File: src/rtl/semi_auto_driver_pkg.sv
// Shared car constants: semi-auto FSM state encodings and mode value.
// Imported by the semi-auto driver and its bench.
package semi_auto_driver_pkg;

   localparam logic [2:0] MODE_SEMI_AUTO = 3'b010;

   typedef enum logic [2:0] {
      S_IDLE      = 3'd0,
      S_FORWARD   = 3'd1,
      S_JUNCTION  = 3'd2,
      S_TURN_L    = 3'd3,
      S_TURN_R    = 3'd4,
      S_TURN_BACK = 3'd5,
      S_COOLDOWN  = 3'd6
   } state_e;

   function automatic int unsigned max_u(
      input int unsigned a,
      input int unsigned b
   );
      return (a > b) ? a : b;
   endfunction

endpackage

File: src/rtl/cycle_timer.sv
// Saturating up-counter with synchronous clear.
// done is high once the count has reached target.
module cycle_timer #(
   parameter int unsigned WIDTH = 8
) (
   input  logic             clk,
   input  logic             clear,
   input  logic [WIDTH-1:0] target,
   output logic             done
);

   logic [WIDTH-1:0] count;

   assign done = (count >= target);

   // holding at target means an idle timer can never wrap
   always_ff @(posedge clk) begin
      if (clear)
         count <= '0;
      else if (!done)
         count <= count + WIDTH'(1);
   end

endmodule

File: src/rtl/semi_auto_driver.sv
// Semi-autonomous driving FSM: follows the corridor, waits for a user
// direction at junctions, and times turns and post-turn cooldown.
module semi_auto_driver
   import semi_auto_driver_pkg::*;
#(
   parameter int unsigned TURN_CYCLES     = 100_000_000,
   parameter int unsigned COOLDOWN_CYCLES = 50_000_000
) (
   input  logic       clk,
   input  logic       rst,
   input  logic       enable,
   input  logic       front_detector,
   input  logic       left_detector,
   input  logic       right_detector,
   input  logic       back_detector,
   input  logic       btn_forward,
   input  logic       btn_left,
   input  logic       btn_right,
   input  logic       btn_back,
   output logic       sa_turn_left_signal,
   output logic       sa_turn_right_signal,
   output logic       sa_move_backward_signal,
   output logic       sa_move_forward_signal,
   output logic [2:0] state_o
);

   localparam int unsigned MAX_DUR =
      max_u(2 * TURN_CYCLES, COOLDOWN_CYCLES);
   localparam int unsigned CW = $clog2(MAX_DUR + 1);

   localparam logic [CW-1:0] T_TURN = CW'(TURN_CYCLES - 1);
   localparam logic [CW-1:0] T_BACK = CW'(2 * TURN_CYCLES - 1);
   localparam logic [CW-1:0] T_COOL = CW'(COOLDOWN_CYCLES - 1);

   state_e        state;
   state_e        state_next;
   logic [CW-1:0] target;
   logic          done;
   logic          clear;
   logic          junction;
   logic          dead_end;
   logic          back_open;

   assign junction = front_detector | ~left_detector | ~right_detector;
   assign dead_end = front_detector & left_detector & right_detector;
   // reversing never depends on the rear sensor; it is debug-only
   assign back_open = 1'b1 | back_detector;

   always_ff @(posedge clk) begin
      if (rst)
         state <= S_IDLE;
      else
         state <= state_next;
   end

   always_comb begin
      state_next = state;
      if (!enable) begin
         state_next = S_IDLE;
      end else begin
         unique case (state)
            S_IDLE:
               state_next = S_FORWARD;
            S_FORWARD:
               if (dead_end)
                  state_next = S_TURN_BACK;
               else if (junction)
                  state_next = S_JUNCTION;
            S_JUNCTION:
               if (btn_forward && !front_detector)
                  state_next = S_COOLDOWN;
               else if (btn_left && !left_detector)
                  state_next = S_TURN_L;
               else if (btn_right && !right_detector)
                  state_next = S_TURN_R;
               else if (btn_back && back_open)
                  state_next = S_TURN_BACK;
            S_TURN_L, S_TURN_R, S_TURN_BACK:
               if (done)
                  state_next = S_COOLDOWN;
            S_COOLDOWN:
               if (done)
                  state_next = S_FORWARD;
            default:
               state_next = S_IDLE;
         endcase
      end
   end

   always_comb begin
      target = T_COOL;
      unique case (state)
         S_TURN_L, S_TURN_R: target = T_TURN;
         S_TURN_BACK:        target = T_BACK;
         default:            target = T_COOL;
      endcase
   end

   // restart timing on every state entry
   assign clear = rst | ~enable | (state_next != state);

   cycle_timer #(
      .WIDTH (CW)
   ) u_timer (
      .clk    (clk),
      .clear  (clear),
      .target (target),
      .done   (done)
   );

   always_comb begin
      sa_turn_left_signal     = 1'b0;
      sa_turn_right_signal    = 1'b0;
      sa_move_backward_signal = 1'b0;
      sa_move_forward_signal  = 1'b0;
      unique case (state)
         S_FORWARD, S_COOLDOWN:  sa_move_forward_signal = 1'b1;
         S_TURN_L, S_TURN_BACK:  sa_turn_left_signal    = 1'b1;
         S_TURN_R:               sa_turn_right_signal   = 1'b1;
         default: ;
      endcase
   end

   assign state_o = state;

endmodule

File: config.mk
export PLATFORM = sky130hd
export DESIGN_NAME = semi_auto_driver
export DESIGN_NICKNAME = d
export VERILOG_FILES = /design/src/rtl/semi_auto_driver_pkg.sv /design/src/rtl/cycle_timer.sv /design/src/rtl/semi_auto_driver.sv
export SDC_FILE = /design/constraint.sdc
export NUM_CORES = 1
export LEC_CHECK = 0
export BUFFER_PORTS_ARGS = -buffer_cell sky130_fd_sc_hd__buf_2
export CORE_MARGIN = 10
export CORE_UTILIZATION = 30
export CTS_CLUSTER_SIZE = 30
export DETAILED_ROUTE_END_ITERATION = 10
export PLACE_DENSITY = 0.49
export SYNTH_ARGS = -nofsm -noshare
export SYNTH_HDL_FRONTEND = slang
export SYNTH_HIERARCHICAL = 1
export SYNTH_SLANG_ARGS = --single-unit
export TNS_END_PERCENT = 1
File: constraint.sdc
create_clock -name clk -period 10.01 [get_ports clk]
set_input_delay 0.5005 -clock clk [delete_from_list [all_inputs] [get_ports clk]]
set_output_delay 0.5005 -clock clk [all_outputs]
set_load 0.1 [all_outputs]
# Word-level counts from Yosys, hierarchy flattened
# Cells that the tools add are included.
# op_classes
multipliers,0
n_div,0
n_lt_le_gt_ge,1
shifts,0
n_mux,14
n_eq_ne,7
n_reduce_logical,11
addsub,1
n_bitwise,9
# ops
operator,count
28-bit case mux with 2 select lines,1
"28-bit by 1-bit adder with 28-bit output, second input constant",1
28-bit greater-or-equal comparator,1
3-bit two-way mux,9
3-bit case mux with 5 select lines,1
"3-bit == test, second input constant",3
"3-bit by 2-bit == test with 1-bit output, second input constant",2
2-bit OR reduction,3
1-bit OR,4
"3-bit by 1-bit == test with 1-bit output, second input constant",1
1-bit logical AND,3
1-bit zero test,3
3-bit zero test,1
1-bit two-way mux,3
3-bit != test,1
1-bit NOT,3
3-bit OR reduction,1
1-bit bitwise AND,2
# word_totals
mem_bits_rw,0
out_inout_bits,7
mem_bits_ro,0
input_bits,11
mem_count,0
word_cells,45
latch_bits,0
register_bits,31

# Longest topological paths before layout
# Gate-level depths: netlist of the first run.
# logic_depth
word_depth,9
ltp_mapped,24
ltp_nobuf,20

# Cells and area by module
# The synthesis of the first run kept the hierarchy.
# by_module_without_submodules
module,cells_per_inst,instances,area_each_um2,seq_area_each_um2
cycle_timer,281,1,2273.4,560.5
semi_auto_driver,67,1,441.7,60.1

# Worst setup path before layout of the first run
# OpenSTA, ideal clock, no wires.
# synth_timing
path_type,register to register
start,"register state[1], in the netlist state_o[1]"
end,register u_timer.count[0]
t_arrival_ns,4.919
t_required_ns,9.940
slack_ns,5.021
setup_time_ns,0.070
period_less_slack_ns,4.989
stages_incl_launch_ff,24
n_path_buf,5
cell_sequence,dfxtp_1 -> buf_2 -> inv_1 -> nor2_1 -> nand2_1 -> o21ai_1 -> inv_1 -> ha_1 -> and4_4 -> nand2_1 -> nor4_1 -> o21a_1 -> buf_6 -> buf_2 -> nor2_1 -> inv_1 -> and3b_1 -> a211oi_1 -> o2bb2ai_1 -> a2111o_1 -> o21a_1 -> clkbuf_1 -> clkbuf_1 -> a21oi_1
# synth_via
elab_chain_len,9
elab_cells_between_ends,23
classes_between,1 x order compare; 7 x eq/ne; 11 x mux; 1 x bitwise; 3 x reduce/logical
# synth_rtl
item,line,rtl
start: declaration,semi_auto_driver.sv:35,state_e state;
start signal: assignment,semi_auto_driver.sv:53,state <= state_next;
3-bit == test or 3-bit by 2-bit == test with 1-bit output (tied branches),semi_auto_driver.sv:92,unique case (state)
2-bit OR reduction,semi_auto_driver.sv:92,
28-bit case mux with 2 select lines *,semi_auto_driver.sv:92,
net target[18],semi_auto_driver.sv:37,logic [CW-1:0] target;
28-bit greater-or-equal comparator *,cycle_timer.sv:14,assign done = (count >= target);
net done,semi_auto_driver.sv:38,logic done;
"3-bit two-way mux, on equally long branches","semi_auto_driver.sv:82, semi_auto_driver.sv:79",
3-bit case mux with 5 select lines *,semi_auto_driver.sv:61,unique case (state)
3-bit two-way mux *,semi_auto_driver.sv:58,if (!enable) begin
3-bit != test *,semi_auto_driver.sv:100,assign clear = rst | ~enable | (state_next != state);
1-bit OR *,semi_auto_driver.sv:100,
net clear,semi_auto_driver.sv:39,logic clear;
end signal: assignment,cycle_timer.sv:21,count <= count + WIDTH'(1);
end: declaration,cycle_timer.sv:12,logic [WIDTH-1:0] count;
# Mark *: on every way through the listed nets, which the timed path passes. The rest lies on a longest branch.
# A chain may end at the register's enable or synchronous reset.

# Worst setup path after layout of the first run
# layout_timing
start,"register state[1], in the netlist state_o[1]"
end,register u_timer.count[1]
# Same word-level chain as after synthesis.

==> results.toml, run 1 <==
[status]
status = "finished clean"

[floorplan]
die_width_um = 115
dieArea_um2 = 13300
core_area_um2 = 8760
num_rows = 34
die_h_um = 115
start_util_pct = 31.0
num_io_pins = 18

[layout]
multi_input_area_um2 = 1890
syn2layout_area_growth_pct = 11.6
seq_area_um2 = 621
diodes = 0
finalNetCount = 410
instances_no_fill = 479
drive_above_1_share_pct = 10.2
n_fill_cell = 947

[cts]
cts-root-buf = "clkbuf_8"
cts-htree-levels = 2
clk_latency_ns = 0.28
cts_sinks = 31
cts_tree = "done"
cts-resized-gates = 0
cts_setup_buffers = 0
cts_buffers = 5
clockBufferDepth = 2
ctsHoldBuffers = 0
clk_pin_slew_ns = 0.07

[worst_setup_path]
crit_family = "compound AO/OA/AOI/OAI gates"
cp_num_buf_inv = 4
start_kind = "register"
r2r_end = "u_timer/count[1]"
crit_slowest_cell = "dfxtp_1"
reg2reg_depth = 20
crit_required_ns = 10.22
rrSetupSlack_ns = 5.19
cp_common_cell = "inv_1"
worstPathCellList = "inv_1 > nor2_1 > nand2_1 > o21ai_1 > inv_1 > ha_1 > and4_4 > nand2_1 > nor4_1 > o21a_1 > nor2_1 > inv_1 > and3b_1 > a211oi_1 > o2bb2ai_1 > a2111o_1 > o21a_1 > buf_4 > nand2b_1 > mux2i_1"
r2r-start = "state_o[1]"
endpoint_kind = "register"
crit_path_max_fanout = 20
slowest_delay_ns = 0.56
crit_type = "reg -> reg"
cp.arrival_ns = 5.03

[grt]
antenna_found_initial = 0
grt_pass1_vias = 2395
grt_first_pass_wirelength_um = 11700
grt_max_degree = 33
track_usage_pct = 10.7
grt-ovfl-total = 0

[drt]
vias_per_cell = 5.42
drt_wl_total_um = 7090
drtPass1Iterations = 4
dr_total_vias = 2594
wl_per_cell_um = 14.8
remaining_drc_errors = 0
ant_nets = 0
dr.first_iter.drc_count = 108

[power_and_ir_drop]
p_per_area_nw_per_um2 = 95.8
ir_worst_vdd_uv = 45.9
p_total_uw = 290
cellLeakagePower_uw = 0.00129

[sta]
max_slew_margin_pct = 59.2
setup_viol = 0
final-max-slew-violation-count = 0
tightest_slew_ns = 0.612
finalCritPeriodShare_pct = 48.2
rsz0062_at_grt = "no"
max_freq_ghz = 0.207
clock_skew_ns = 0.00264
hold_viol = 0
setup_slack_ns = 5.19
whs_ns = 0.500
setup_tns_ns = 0
fin_crit_ns = 4.82

[logic_synthesis]
yosysMostFrequentCell = "inv_1"
synth-edff-count = 0
async_flop_share_pct = 0
synth.top_cell.area_share_pct = 22.9
yosysWarnings = 6
synth-main-ff-cell = "dfxtp_1"
syn_area_um2 = 2720
synthTopCellsByArea = "dfxtp_1, ha_1, a21oi_1, inv_1, o41ai_1"
synth_seq_cells = 31
synthCells = 348
yosysSeqAreaShare_pct = 22.9
syn_avg_cell_area_um2 = 7.80
yosysUniqueCellTypes = 55
synth_common_cells = "inv_1, a21oi_1, dfxtp_1"
synth_top_area_cell = "dfxtp_1"

[hold_path]
whs_endpoint = "u_timer/count[4]"
hp-start = "u_timer/count[4]"
min_path_type = "reg -> reg"
hold_depth = 2

[placement]
port_buffers = 15
gp_congestion = 0.810
placed_cells = 471
dpl_worst_slack_ns = 5.18
hpwl_um = 5190

[job]
cap_violations = 0
==> where the power goes <==
part / leakage, µW / switching, µW / internal, µW / total [µW]
clock network: 0.0000612 / 49.4 / 80.5 / 130
logic: 0.000979 / 22.0 / 11.5 / 33.5
registers: 0.000250 / 2.63 / 124 / 127
==> how the worst max path moves through the flow <==
stage	from	endpoint	slack (ns)	cells past startpoint
floorplan	state_o[1]	u_timer/count[0]	5.02	23
detailed placement	state_o[1]	u_timer/count[1]	5.18	20
CTS	state_o[1]	u_timer/count[1]	5.15	20
global placement	state_o[1]	u_timer/count[1]	5.25	20
global route	state_o[1]	u_timer/count[1]	4.65	21
finish	state_o[1]	u_timer/count[1]	5.19	20
==> worst min-delay path: stages (launching register included) <==
cell and delay (ns):
dfxtp_1 0.33, o31ai_1 0.07, a21oi_1 0.05
==> cells by family (layout without fill, tap and decap cells) <==
group                    count (synthesis)  after routing  share of synthesized area [%]
AND/OR/NAND/NOR                        120            120                           26.9
AO/OA/AOI/OAI                          100            100                           25.3
buffers and inverters                   62             71                           9.63
flip-flops                              31             31                           22.9
adder cells (fa/ha/maj)                 29             29                           13.4
multiplexers                             4              4                           1.61
other                                    2             16                          0.277
==> placed cells by master, fill, tap and decap left out, drive strengths merged, types with 7 or more instances in the layout <==
master,n
inv,44
a21oi,37
dfxtp,31
ha,29
nand2,20
buf,19
conb,16
o21ai,14
nor2,13
nand3,13
o41ai,13
nand4,11
nand4b,10
nor2b,9
o31ai,7
==> registers in the layout, summed over array words and instances (netlist names) <==
signal / count
u_timer/count: 28
state_o: 3
==> layout make-up <==
type                    count  share of cell area [%]
flip-flops and latches     31                    20.5
well taps                 108                    4.46
inverters                  44                    5.45
repair buffers             19                    3.47
multi-input cells         269                    62.2
clock inverters             2                    1.16
clock buffers               6                    2.73
==> layer usage <==
metal | vias up | routed length [µm] | GRT usage (%)
met5 | - | 0 | 0
met4 | 0 | 93 | 4.13
met3 | 6 | 278 | 2.24
met2 | 56 | 3320 | 16.8
met1 | 1209 | 3400 | 14.1
li1 | 1323 | - | -
==> per-stage QoR <==
stage,utilization (%),instance area (µm²)
3_3_place_gp,33.2,2910
2_1_floorplan,-,2770
4_1_cts,34.6,3030
6_report,34.6,3030
3_5_place_dp,33.2,2910
5_1_grt,34.6,3030
No activity file was read; power rests on OpenSTA's default activity.
==> run 2: changes to the inputs <==
--- a/config.mk
+++ b/config.mk
@@ -10,7 +10,7 @@
 export CORE_UTILIZATION = 30
 export CTS_CLUSTER_SIZE = 30
 export DETAILED_ROUTE_END_ITERATION = 10
-export PLACE_DENSITY = 0.49
+export PLACE_DENSITY = 0.51
 export SYNTH_ARGS = -nofsm -noshare
 export SYNTH_HDL_FRONTEND = slang
 export SYNTH_HIERARCHICAL = 1
==> constraint.sdc (replaced) <==
create_clock -name clk -period 4.1 [get_ports clk]
set_input_delay 0.205 -clock clk [delete_from_list [all_inputs] [get_ports clk]]
set_output_delay 0.205 -clock clk [all_outputs]
set_load 0.1 [all_outputs]
==> run 2 against run 1 <==
  * Wire length shrank 3.1%
  * Register-to-register slack worse by 4.8 ns
  * Non-clock buffer count rose by 3
  * Clock skew rose by 0.0031 ns
  * Fmax is 29% higher
  * Critical endpoint is now u_timer/count[18]
  * First-iteration DRC count rose by 11%
  * Via count is 2.4% lower
  * Clock power up 72%
  * Die area stayed put
==> results.toml, run 2 (same netlist as run 1, synthesis figures left out) <==
[sta]
tightest_slew_ns = 0.509
setup_slack_ns = 0.351
max_freq_ghz = 0.267
max_slew_margin_pct = 66.0
setup_tns_ns = 0
rsz0062_at_grt = "no"
finalCritPeriodShare_pct = 91.4
fin_crit_ns = 3.75
hold_viol = 0
setup_viol = 0
final-max-slew-violation-count = 0
clock_skew_ns = 0.00574

[cts]
cts_setup_buffers = 0
ctsHoldBuffers = 0
cts_sinks = 31
clockBufferDepth = 2
cts_buffers = 5
clk_latency_ns = 0.28
cts_tree = "done"
cts-root-buf = "clkbuf_8"
clk_pin_slew_ns = 0.06
cts-htree-levels = 2

[layout]
diodes = 0
layout_commonest_cell = "inv_1"
finalNetCount = 413
n_fill_cell = 948
largest-register = "u_timer/count"
largest_reg_flops = 28
drive_above_1_share_pct = 13.4
most-common-layout-cells = "inv_1, a21oi_1, ha_1, dfxtp_1, nand2_1"
syn2layout_area_growth_pct = 12.4

[drt]
dr.first_iter.drc_count = 120
vias_per_cell = 5.28
drt_wl_total_um = 6870
wl_per_cell_um = 14.3
drtPass1Iterations = 4
dr_total_vias = 2533
ant_nets = 0
remaining_drc_errors = 0

[power_and_ir_drop]
p_per_area_nw_per_um2 = 202
p_total_uw = 617
ir_worst_vdd_uv = 120
cellLeakagePower_uw = 0.00129

[worst_setup_path]
crit_path_max_fanout = 13
crit_family = "compound AO/OA/AOI/OAI gates"
endpoint_kind = "register"
setup.worst_path.start = "state_o[2]"
crit_required_ns = 4.31
cp.arrival_ns = 3.96
crit_slowest_cell = "dfxtp_4"
slowest_delay_ns = 0.42
worstPathCellList = "nor2b_1 > nand2_1 > inv_1 > inv_1 > ha_1 > and4_1 > o21ai_0 > o32ai_1 > o21a_1 > nor2_4 > inv_2 > and3b_1 > a211oi_1 > o2bb2ai_1 > a2111o_1 > o21a_2 > buf_4 > a21oi_1"
crit_type = "reg -> reg"
cp_num_buf_inv = 4
cp_common_cell = "inv_1"
start_kind = "register"
r2r-start = "state_o[2]"

[grt]
grt-ovfl-total = 0
track_usage_pct = 10.6
antenna_found_initial = 0
grt_first_pass_wirelength_um = 11700
grt_max_degree = 33
grt_pass1_vias = 2414

[placement]
gp_congestion = 0.774
dpl_worst_slack_ns = 0.260
port_buffers = 15
hpwl_um = 5070

[hold_path]
hp-start = "rst"
min_path_type = "in -> reg"

[floorplan]
num_io_pins = 18
die_width_um = 115
num_rows = 34
core_area_um2 = 8760
start_util_pct = 31.0
dieArea_um2 = 13300
die_h_um = 115

[status]
status = "finished clean"

[job]
cap_violations = 0
run 2: cell count changes in the layout (fill, tap and decap cells not counted), moves of 2 or more:
cell	change
nor2_2	+2
dfxtp_4	+3
nor2_1	-3
dfxtp_1	-3
buf_4	+3
run 2: worst paths after layout:
check	to	slack, ns	depth (start not counted)
hold / removal	state_o[1]	0.27	3
setup / recovery	u_timer/count[18]	0.35	18
setup reg to reg	u_timer/count[18]	0.35	18
hold reg to reg	u_timer/count[4]	0.50	2
run 2: timing repair:
action,in CTS,in global routing
setup endpoints to repair,0,27
gates resized for setup,0,3
hold endpoints to repair,0,0
run 2: stage by stage:
stage	std cells	instance area [µm²]	hold WS, ns	utilization [%]
finish	480	3050	0.271	34.8
global route	480	3050	0.277	34.8
CTS	480	3040	0.253	34.7
detailed placement	474	2970	0.500	33.8
global placement	474	2970	0.478	33.8
floorplan	362	2830	0.426	-
run 2: cell type report:
class / count / area [µm²] / share of cell area [%]
Clock buffer: 6 / 72.6 / 2.38
Inverter: 44 / 165 / 5.41
Multi-Input combinational cell: 269 / 1920 / 62.9
Sequential cell: 31 / 632 / 20.7
Tap cell: 108 / 135 / 4.43
Timing Repair Buffer: 22 / 128 / 4.18
run 2: per-layer routing:
metal | wire [µm] | up-vias | track usage (%)
met2 | 3140 | 27 | 17.7
met5 | 0 | - | 0
li1 | - | 1327 | -
met3 | 193 | 4 | 1.88
met4 | 35 | 0 | 1.98
met1 | 3500 | 1175 | 14.0
run 2: worst min-delay path, delay by kind of cell:
family,cells,cell delay [ns]
buffers and inverters,1,0.07
AOI/OAI and AO/OA,2,0.22
run 2: power breakdown:
part | leakage (µW) | switching [µW] | internal (µW)
clock network | 0.0000371 | 111 | 113
logic | 0.000996 | 54.0 | 30.6
registers | 0.000252 | 6.21 | 302
